==> src/rtl/pal_arbiter.sv <==
// Round-robin arbiter that funnels N_REQ requesters into one registered request port
// and routes in-order responses back to the requester that issued each transaction.
module pal_arbiter #(
  parameter int unsigned W_DATA  = 32,
  parameter int unsigned W_ADDR  = 16,
  parameter int unsigned N_REQ   = 4,
  parameter int unsigned MAX_OUT = 4
) (
  input  logic                        i_clk,
  input  logic                        resetn,
  input  logic [N_REQ-1:0]            req_valid,
  output logic [N_REQ-1:0]            req_ready,
  input  logic [N_REQ*W_ADDR-1:0]     req_addr,
  input  logic [N_REQ*W_DATA-1:0]     req_data,
  output logic                        m_valid,
  input  logic                        m_ready,
  output logic [W_ADDR-1:0]           m_addr,
  output logic [W_DATA-1:0]           m_data,
  input  logic                        s_rsp_valid,
  input  logic [W_DATA-1:0]           s_rsp_data,
  output logic [N_REQ-1:0]            rsp_valid,
  output logic [W_DATA-1:0]           rsp_data,
  output logic [$clog2(MAX_OUT):0]    o_outstanding,
  output logic                        o_err
);

  localparam int unsigned IW = $clog2(N_REQ);
  localparam int unsigned AW = $clog2(MAX_OUT);
  localparam int unsigned CW = AW + 1;

  logic [IW-1:0]     ptr_q;
  logic [IW-1:0]     grant;
  logic              found;
  logic              accept;
  logic              pop;
  logic [W_ADDR-1:0] sel_addr;
  logic [W_DATA-1:0] sel_data;
  logic [AW-1:0]     wr_q, rd_q;
  logic [CW-1:0]     cnt_q;
  logic [IW-1:0]     ids_q [MAX_OUT];

  // First valid requester at or after the round-robin pointer.
  always_comb begin
    int unsigned idx;
    grant = '0;
    found = 1'b0;
    idx   = 0;
    for (int unsigned k = 0; k < N_REQ; k++) begin
      idx = int'(ptr_q) + k;
      if (idx >= N_REQ) idx = idx - N_REQ;
      if (!found && req_valid[idx]) begin
        found = 1'b1;
        grant = IW'(idx);
      end
    end
  end

  always_comb begin
    sel_addr = '0;
    sel_data = '0;
    for (int unsigned i = 0; i < N_REQ; i++) begin
      if (grant == IW'(i)) begin
        sel_addr = req_addr[i*W_ADDR +: W_ADDR];
        sel_data = req_data[i*W_DATA +: W_DATA];
      end
    end
  end

  // resetn gates the combinational ready so nothing is accepted while reset is held.
  assign accept    = resetn && found && (!m_valid || m_ready) && (cnt_q < CW'(MAX_OUT));
  assign req_ready = accept ? (N_REQ'(1) << grant) : '0;
  assign pop       = s_rsp_valid && (cnt_q != '0);

  assign o_outstanding = cnt_q;

  always_ff @(posedge i_clk or negedge resetn) begin
    if (!resetn) begin
      ptr_q     <= '0;
      m_valid   <= 1'b0;
      m_addr    <= '0;
      m_data    <= '0;
      wr_q      <= '0;
      rd_q      <= '0;
      cnt_q     <= '0;
      rsp_valid <= '0;
      rsp_data  <= '0;
      o_err     <= 1'b0;
    end else begin
      if (accept) begin
        m_valid <= 1'b1;
        m_addr  <= sel_addr;
        m_data  <= sel_data;
        ptr_q   <= (grant == IW'(N_REQ - 1)) ? '0 : grant + 1'b1;
        wr_q    <= wr_q + 1'b1;
      end else if (m_valid && m_ready) begin
        m_valid <= 1'b0;
      end

      unique case ({accept, pop})
        2'b10:   cnt_q <= cnt_q + 1'b1;
        2'b01:   cnt_q <= cnt_q - 1'b1;
        default: cnt_q <= cnt_q;
      endcase

      if (pop) begin
        rd_q      <= rd_q + 1'b1;
        rsp_valid <= N_REQ'(1) << ids_q[rd_q];
        rsp_data  <= s_rsp_data;
      end else begin
        rsp_valid <= '0;
      end

      // A response with nothing outstanding is a protocol violation; flag stays until reset.
      if (s_rsp_valid && (cnt_q == '0)) o_err <= 1'b1;
    end
  end

  always_ff @(posedge i_clk) begin
    if (accept) ids_q[wr_q] <= grant;
  end

endmodule

==> config.mk <==
export PLATFORM = sky130hd
export DESIGN_NAME = pal_arbiter
export DESIGN_NICKNAME = d
export VERILOG_FILES = /design/src/rtl/pal_arbiter.sv
export SDC_FILE = /design/constraint.sdc
export NUM_CORES = 1
export LEC_CHECK = 0
export ABC_AREA = 1
export CAP_MARGIN = 20
export CELL_PAD_IN_SITES_DETAIL_PLACEMENT = 0
export CELL_PAD_IN_SITES_GLOBAL_PLACEMENT = 2
export CORE_MARGIN = 3
export CORE_UTILIZATION = 32
export CTS_CLUSTER_DIAMETER = 40
export CTS_CLUSTER_SIZE = 10
export DETAILED_ROUTE_END_ITERATION = 7
export DONT_BUFFER_PORTS = 1
export MAX_ROUTING_LAYER = met4
export PLACE_DENSITY = 0.84
export SYNTH_ARGS = -nofsm -noshare
export SYNTH_HDL_FRONTEND = slang
export SYNTH_SLANG_ARGS = --single-unit
==> constraint.sdc <==
create_clock -name i_clk -period 4.8 [get_ports i_clk]
set_input_delay 1.44 -clock i_clk [delete_from_list [all_inputs] [get_ports i_clk]]
set_output_delay 1.44 -clock i_clk [all_outputs]
set_load 0.01 [all_outputs]
== Yosys cells after proc, flatten, opt, wreduce, memory -nomap -nowiden ==
Memory sizes are Yosys's and may differ from the RTL's.
Cells that the tools add are included.

* Logic and storage cells: 94
* Bits of input ports: 232
* Bits in writable memories: 8
* Memories: 1
* Register bits after elaboration: 95

{| class="wikitable"
|+ Memories
! name !! words !! bits a word !! rd ports !! clocked after Yosys merged registers in !! wr ports !! line !! source
|-
| ids_q || 4 || 2 || 1 || 0 || 1 || 40 || <nowiki>logic [IW-1:0] ids_q [MAX_OUT];</nowiki>
|}

* Magnitude comparators: 9
* Add/sub/neg operators: 12
* Shift operators: 2
* Reductions and logical operators: 19
* Muxes and demuxes: 36
* Equal/unequal tests: 5

{| class="wikitable"
|+ Operators with widths
! kind !! number
|-
| $mux W32 || 8
|-
| $lt A32 B3 Y1 const B || 4
|-
| $mux W16 || 4
|-
| $mux W1 || 12
|-
| $sub A3 B3 Y4 const B || 3
|-
| $mux W2 || 5
|-
| $ge A3 B3 Y1 const B || 3
|-
| $logic_and A1 B1 Y1 || 9
|-
| $bmux W1 S2 || 4
|-
| $mux W4 || 2
|-
| $shl A1 B2 Y4 const A || 2
|-
| $add A2 B1 Y2 const B || 3
|-
| $add A2 B2 Y3 const B || 2
|-
| $eq A2 B2 Y1 const B || 3
|-
| $pmux W3 S2 || 1
|-
| $eq A2 B1 Y1 const B || 2
|-
| $logic_not A1 Y1 || 4
|-
| $reduce_bool A2 Y1 || 2
|-
| $sub A2 B3 Y4 const B || 1
|-
| $add A2 B1 Y3 const B || 1
|-
| $add A3 B1 Y3 const B || 1
|-
| $ge A2 B3 Y1 const B || 1
|-
| $logic_not A3 Y1 || 1
|-
| $lt A3 B3 Y1 const B || 1
|-
| 4 further kinds || 4
|}

== Logic depth before layout (Yosys ltp) ==
* Depth after elaboration: 19
* Mapped depth: 21
* Mapped depth without buffers: 18

== Worst setup path after synthesis ==
Ideal clock, no wire load.

* Path type: in2out
* From: in req_valid[0]
* To: out req_ready[1]
* Buffers on the path: 3
* Arrival time: 3154 ps
* Setup slack: 206 ps
* Required time: 3360 ps
* Cell stages on the path: 14
* Cell sequence: inv_1 -> nand2_1 -> nand2_1 -> o21ai_2 -> inv_1 -> nand3_2 -> nand3_1 -> inv_1 -> ha_1 -> clkbuf_1 -> buf_4 -> clkbuf_1 -> inv_1 -> nor2_1

* Elaborated cells on any way between the ends: 27
* Classes of those cells: shift (1); mux (17); reduce/logical (9)

{| class="wikitable"
|+ RTL lines
! item !! line !! source
|-
| from (decl) || 11 || <nowiki>input logic [N_REQ-1:0] req_valid,</nowiki>
|-
| $bmux W1 S2 || 51 || <nowiki>if (!found && req_valid[idx]) begin</nowiki>
|-
| $mux W1 (not written as such) || 51 ||
|-
| $mux W1 || 51 ||
|-
| $logic_not A1 Y1 || 51 ||
|-
| $logic_and A1 B1 Y1 || 51 ||
|-
| $mux W1 || 51 ||
|-
| $logic_not A1 Y1 || 51 ||
|-
| $logic_and A1 B1 Y1 || 51 ||
|-
| $mux W1 || 51 ||
|-
| $logic_not A1 Y1 || 51 ||
|-
| $logic_and A1 B1 Y1 || 51 ||
|-
| $mux W2 * || 51 ||
|-
| named net grant[0] || 32 || <nowiki>logic [IW-1:0] grant;</nowiki>
|-
| $shl A1 B2 Y4 * || 71 || <nowiki>assign req_ready = accept ? (N_REQ'(1) << grant) : '0;</nowiki>
|-
| $mux W4 * || 71 ||
|-
| to (decl) || 12 || <nowiki>output logic [N_REQ-1:0] req_ready,</nowiki>
|}

Mark *: on every way through the listed nets, which the timed path passes. The rest lies on a longest branch. The select of a mux whose other input is x is not followed.

== Worst setup path after layout ==
* From: in req_valid[1]
* To: out req_ready[1]

The elaborated chain is that of the path after synthesis.

==> insert_results.sql <==
INSERT INTO impl_metrics (metric_group, metric, value, unit) VALUES
('synth', 'syn-num-nets', '1071', ''),
('setup_path', 'max_stage_delay', '0.29', 'ns'),
('sta', 'fmax', '225', 'MHz'),
('sta', 'timing.hold.ws', '0.532', 'ns'),
('setup_path', 'crit_slowest_cell', 'nor2_1', ''),
('cts', 'cts_tree', 'built', ''),
('routing', 'detail-route-antenna-nets', '0', ''),
('die', 'die-area', '20000', 'µm²'),
('setup_path', 'critPathRequiredTime', '3.36', 'ns'),
('synth', 'synthesis.area_per_instance', '7.07', 'µm²'),
('cts', 'numClockSinks', '103', ''),
('setup_path', 'largest_driver_fanout_on_the_critical_path', '6', ''),
('sta', 'rsz0062_at_grt', 'no', ''),
('sta', 'fin_skew', '0.00912', 'ns'),
('cts', 'clk_buf_depth', '2', ''),
('flow_run', 'maxCapViolations', '0', ''),
('worst_hold_path', 'worst_hold_path_type', 'reg -> reg', ''),
('synth', 'synthCells', '829', ''),
('sta', 'report.final.setup_viol', '0', ''),
('cts', 'path_clk_slew', '0.07', 'ns'),
('synth', 'synth_edf_count', '8', ''),
('sta', 'worstMarginPinSlew', '0.889', 'ns'),
('global_routing', 'global_route_wire_length_before_repair', '28.4', 'mm'),
('routing', 'first_pass_iters', '4', ''),
('synth', 'postSynth.topFlopCell', 'dfrtp_1', ''),
('synth', 'ys_top_cells_by_area', 'dfrtp_1, nand2_1, o21ai_0', ''),
('setup_path', 'worstSetupEndpointType', 'primary output', ''),
('cells_and_area', 'seqCellArea', '2620', 'µm²'),
('power_and_ir_drop', 'power', '6.11', 'mW'),
('cts', 'cts.hold.buffers_added', '0', ''),
('sta', 'finalSetupTns', '0', 'ns'),
('sta', 'layout_min_cycle_time', '4.44', 'ns'),
('die', 'design.core.area', '17600', 'µm²'),
('global_routing', 'grt_start_max_net_pins', '97', ''),
('synth', 'ys.warnings.count', '0', ''),
('placement', 'place.port_buffers', '0', ''),
('setup_path', 'crit-reg2reg-capture', 'm_data[13]$_DFFE_PN0P_', ''),
('cts', 'cts_repair_resize_count', '0', ''),
('global_routing', 'antenna_found_initial', '1', ''),
('setup_path', 'worst-r2r-setup-slack', '1.27', 'ns'),
('worst_hold_path', 'worstHoldStart', 'rd_q[1]$_DFFE_PN0P_', ''),
('die', 'height_of_the_die', '141', 'µm'),
('cells_and_area', 'num-fill-cells', '1912', ''),
('die', 'core_rows', '48', ''),
('routing', 'vias', '5122', ''),
('cts', 'clock-root-buffer', 'clkbuf_16', ''),
('synth', 'synthDistinctLibCells', '31', ''),
('cells_and_area', 'multi_input_comb_area', '2860', 'µm²'),
('routing', 'initialDrtViolationCount', '248', ''),
('worst_hold_path', 'sink_of_the_worst_hold_path', 'rd_q[1]$_DFFE_PN0P_', ''),
('synth', 'synth_top_cell_area_share', '40.5', '%'),
('routing', 'detail_route.wl_per_cell', '18.2', 'µm'),
('cells_and_area', 'num-nets-final', '1044', ''),
('power_and_ir_drop', 'power.static_leakage', '3.16', 'nW'),
('die', 'floorplan.die.width', '141', 'µm'),
('setup_path', 'worst_r2r_startpoint', 'ptr_q[0]$_DFFE_PN0P_', ''),
('synth', 'cell_area_synth', '5860', 'µm²'),
('sta', 'timing_hold_violations_final', '0', ''),
('sta', 'slew_margin_rel', '40.8', '%'),
('placement', 'hpwlAfterDp', '13.5', 'mm'),
('synth', 'ys_seq_area_share', '44.6', '%'),
('run_status', 'status', 'finished clean', ''),
('synth', 'yosys_register_bits', '103', ''),
('sta', 'final_max_slew_viol_count', '0', ''),
('routing', 'avgViaCountPerCell', '4.96', ''),
('setup_path', 'cp_cell_sequence', 'inv_1 > nand2_1 > nand2_1 > o21ai_2 > inv_1 > nand3_2 > nand3_1 > inv_1 > ha_2 > inv_1 > nor2_1', ''),
('cells_and_area', 'final_layout_size_suffix_gt1_share', '7.93', '%'),
('global_routing', 'global_route_overflow', '0', ''),
('sta', 'final.setup.worst_slack', '0.363', 'ns'),
('global_routing', 'grt_pass1_vias', '5079', ''),
('die', 'io_pins', '325', '');
[kinds of logic (layout without fill, tap and decap cells)]
kind of cell / Yosys count / after routing / share of synthesized area, %
simple gates: 477 / 477 / 32.2
compound gates: 154 / 154 / 13.5
flops: 103 / 103 / 44.6
buf+inv: 82 / 60 / 6.96
fa+ha+maj: 10 / 10 / 2.26
xor+xnor: 3 / 3 / 0.448
other cells: 0 / 1 / 0
[layout by cell type (no fill, tap or decap), drive strengths merged]
| master | n |
|---|---|
| buf | 12 |
| nand3 | 14 |
| diode | 1 |
| xor2 | 2 |
| edfxtp | 8 |
| a21oi | 50 |
| nand2 | 445 |
| nand4 | 1 |
| a32oi | 1 |
| fa | 1 |
| o21ai | 101 |
| ha | 9 |
| xnor2 | 1 |
| inv | 33 |
| dfrtp | 95 |
| o21bai | 1 |
| bufinv | 1 |
| o211a | 1 |
| clkbuf | 10 |
| clkinv | 4 |
| nor2 | 17 |
[metal layers]
metal  part of all wire, %  track usage [%]
met1                    40             22.6
met5                     0                -
met2                    49             30.4
met3                   9.1             4.95
met4                   2.3             6.52
[worst max-delay path, delay by kind of cell]
| family | cells | cell delay [ns] |
|---|---|---|
| compound gates | 1 | 0.16 |
| simple gates | 5 | 0.73 |
| buf+inv | 4 | 0.41 |
| fa+ha+maj | 1 | 0.25 |
[flip-flops by register name (all words and copies together), names as in the netlist]
name and flops:
rsp_data 32, m_valid 1, wr_q 2, rd_q 2, m_addr 16, o_outstanding 3, m_data 32, o_err 1
ptr_q 2, rsp_valid 4, ids_q 8
[Yosys cell counts (all sizes together) (2+ instances only)]
cell,number
nand2,445
o21ai,101
dfrtp,95
a21oi,50
clkbuf,32
inv,31
buf,18
nor2,17
nand3,14
ha,9
edfxtp,8
xor2,2
[stage by stage]
| stage | cells | utilization (%) | area (µm²) |
|---|---|---|---|
| 6_report | 1033 | 35.8 | 6310 |
| 5_1_grt | 1033 | 35.8 | 6310 |
| 4_1_cts | 1032 | 35.8 | 6300 |
| 3_5_place_dp | 1016 | 34.0 | 5980 |
| 3_3_place_gp | 1016 | 34.0 | 5980 |
| 2_1_floorplan | 829 | - | 5860 |
[cell type report]
cell class              count  share of cell area (%)
diodes                      1                  0.0397
clock inverters             6                    1.19
flip-flops and latches    103                    41.5
repair buffers             12                    1.43
well taps                 225                    4.46
clock buffers              10                    3.97
inverters                  32                    1.98
multi-input cells         644                    45.4
[report_power, final]
part	switching (mW)	internal (mW)	leakage [nW]
combinational	2.45	1.20	1.73
clock	0.353	0.445	0.162
sequential	0.418	1.25	1.26
total	3.22	2.89	3.16
[worst max path at each step]
stage	from	endpoint	slack, ns
floorplan	req_valid[0]	req_ready[1]	0.21
global placement	req_valid[1]	req_ready[1]	0.45
detailed placement	req_valid[1]	req_ready[1]	0.42
CTS	req_valid[1]	req_ready[1]	0.41
global route	req_valid[1]	req_ready[1]	0.22
finish	req_valid[1]	req_ready[1]	0.36
No activity file was read; power rests on OpenSTA's default activity.
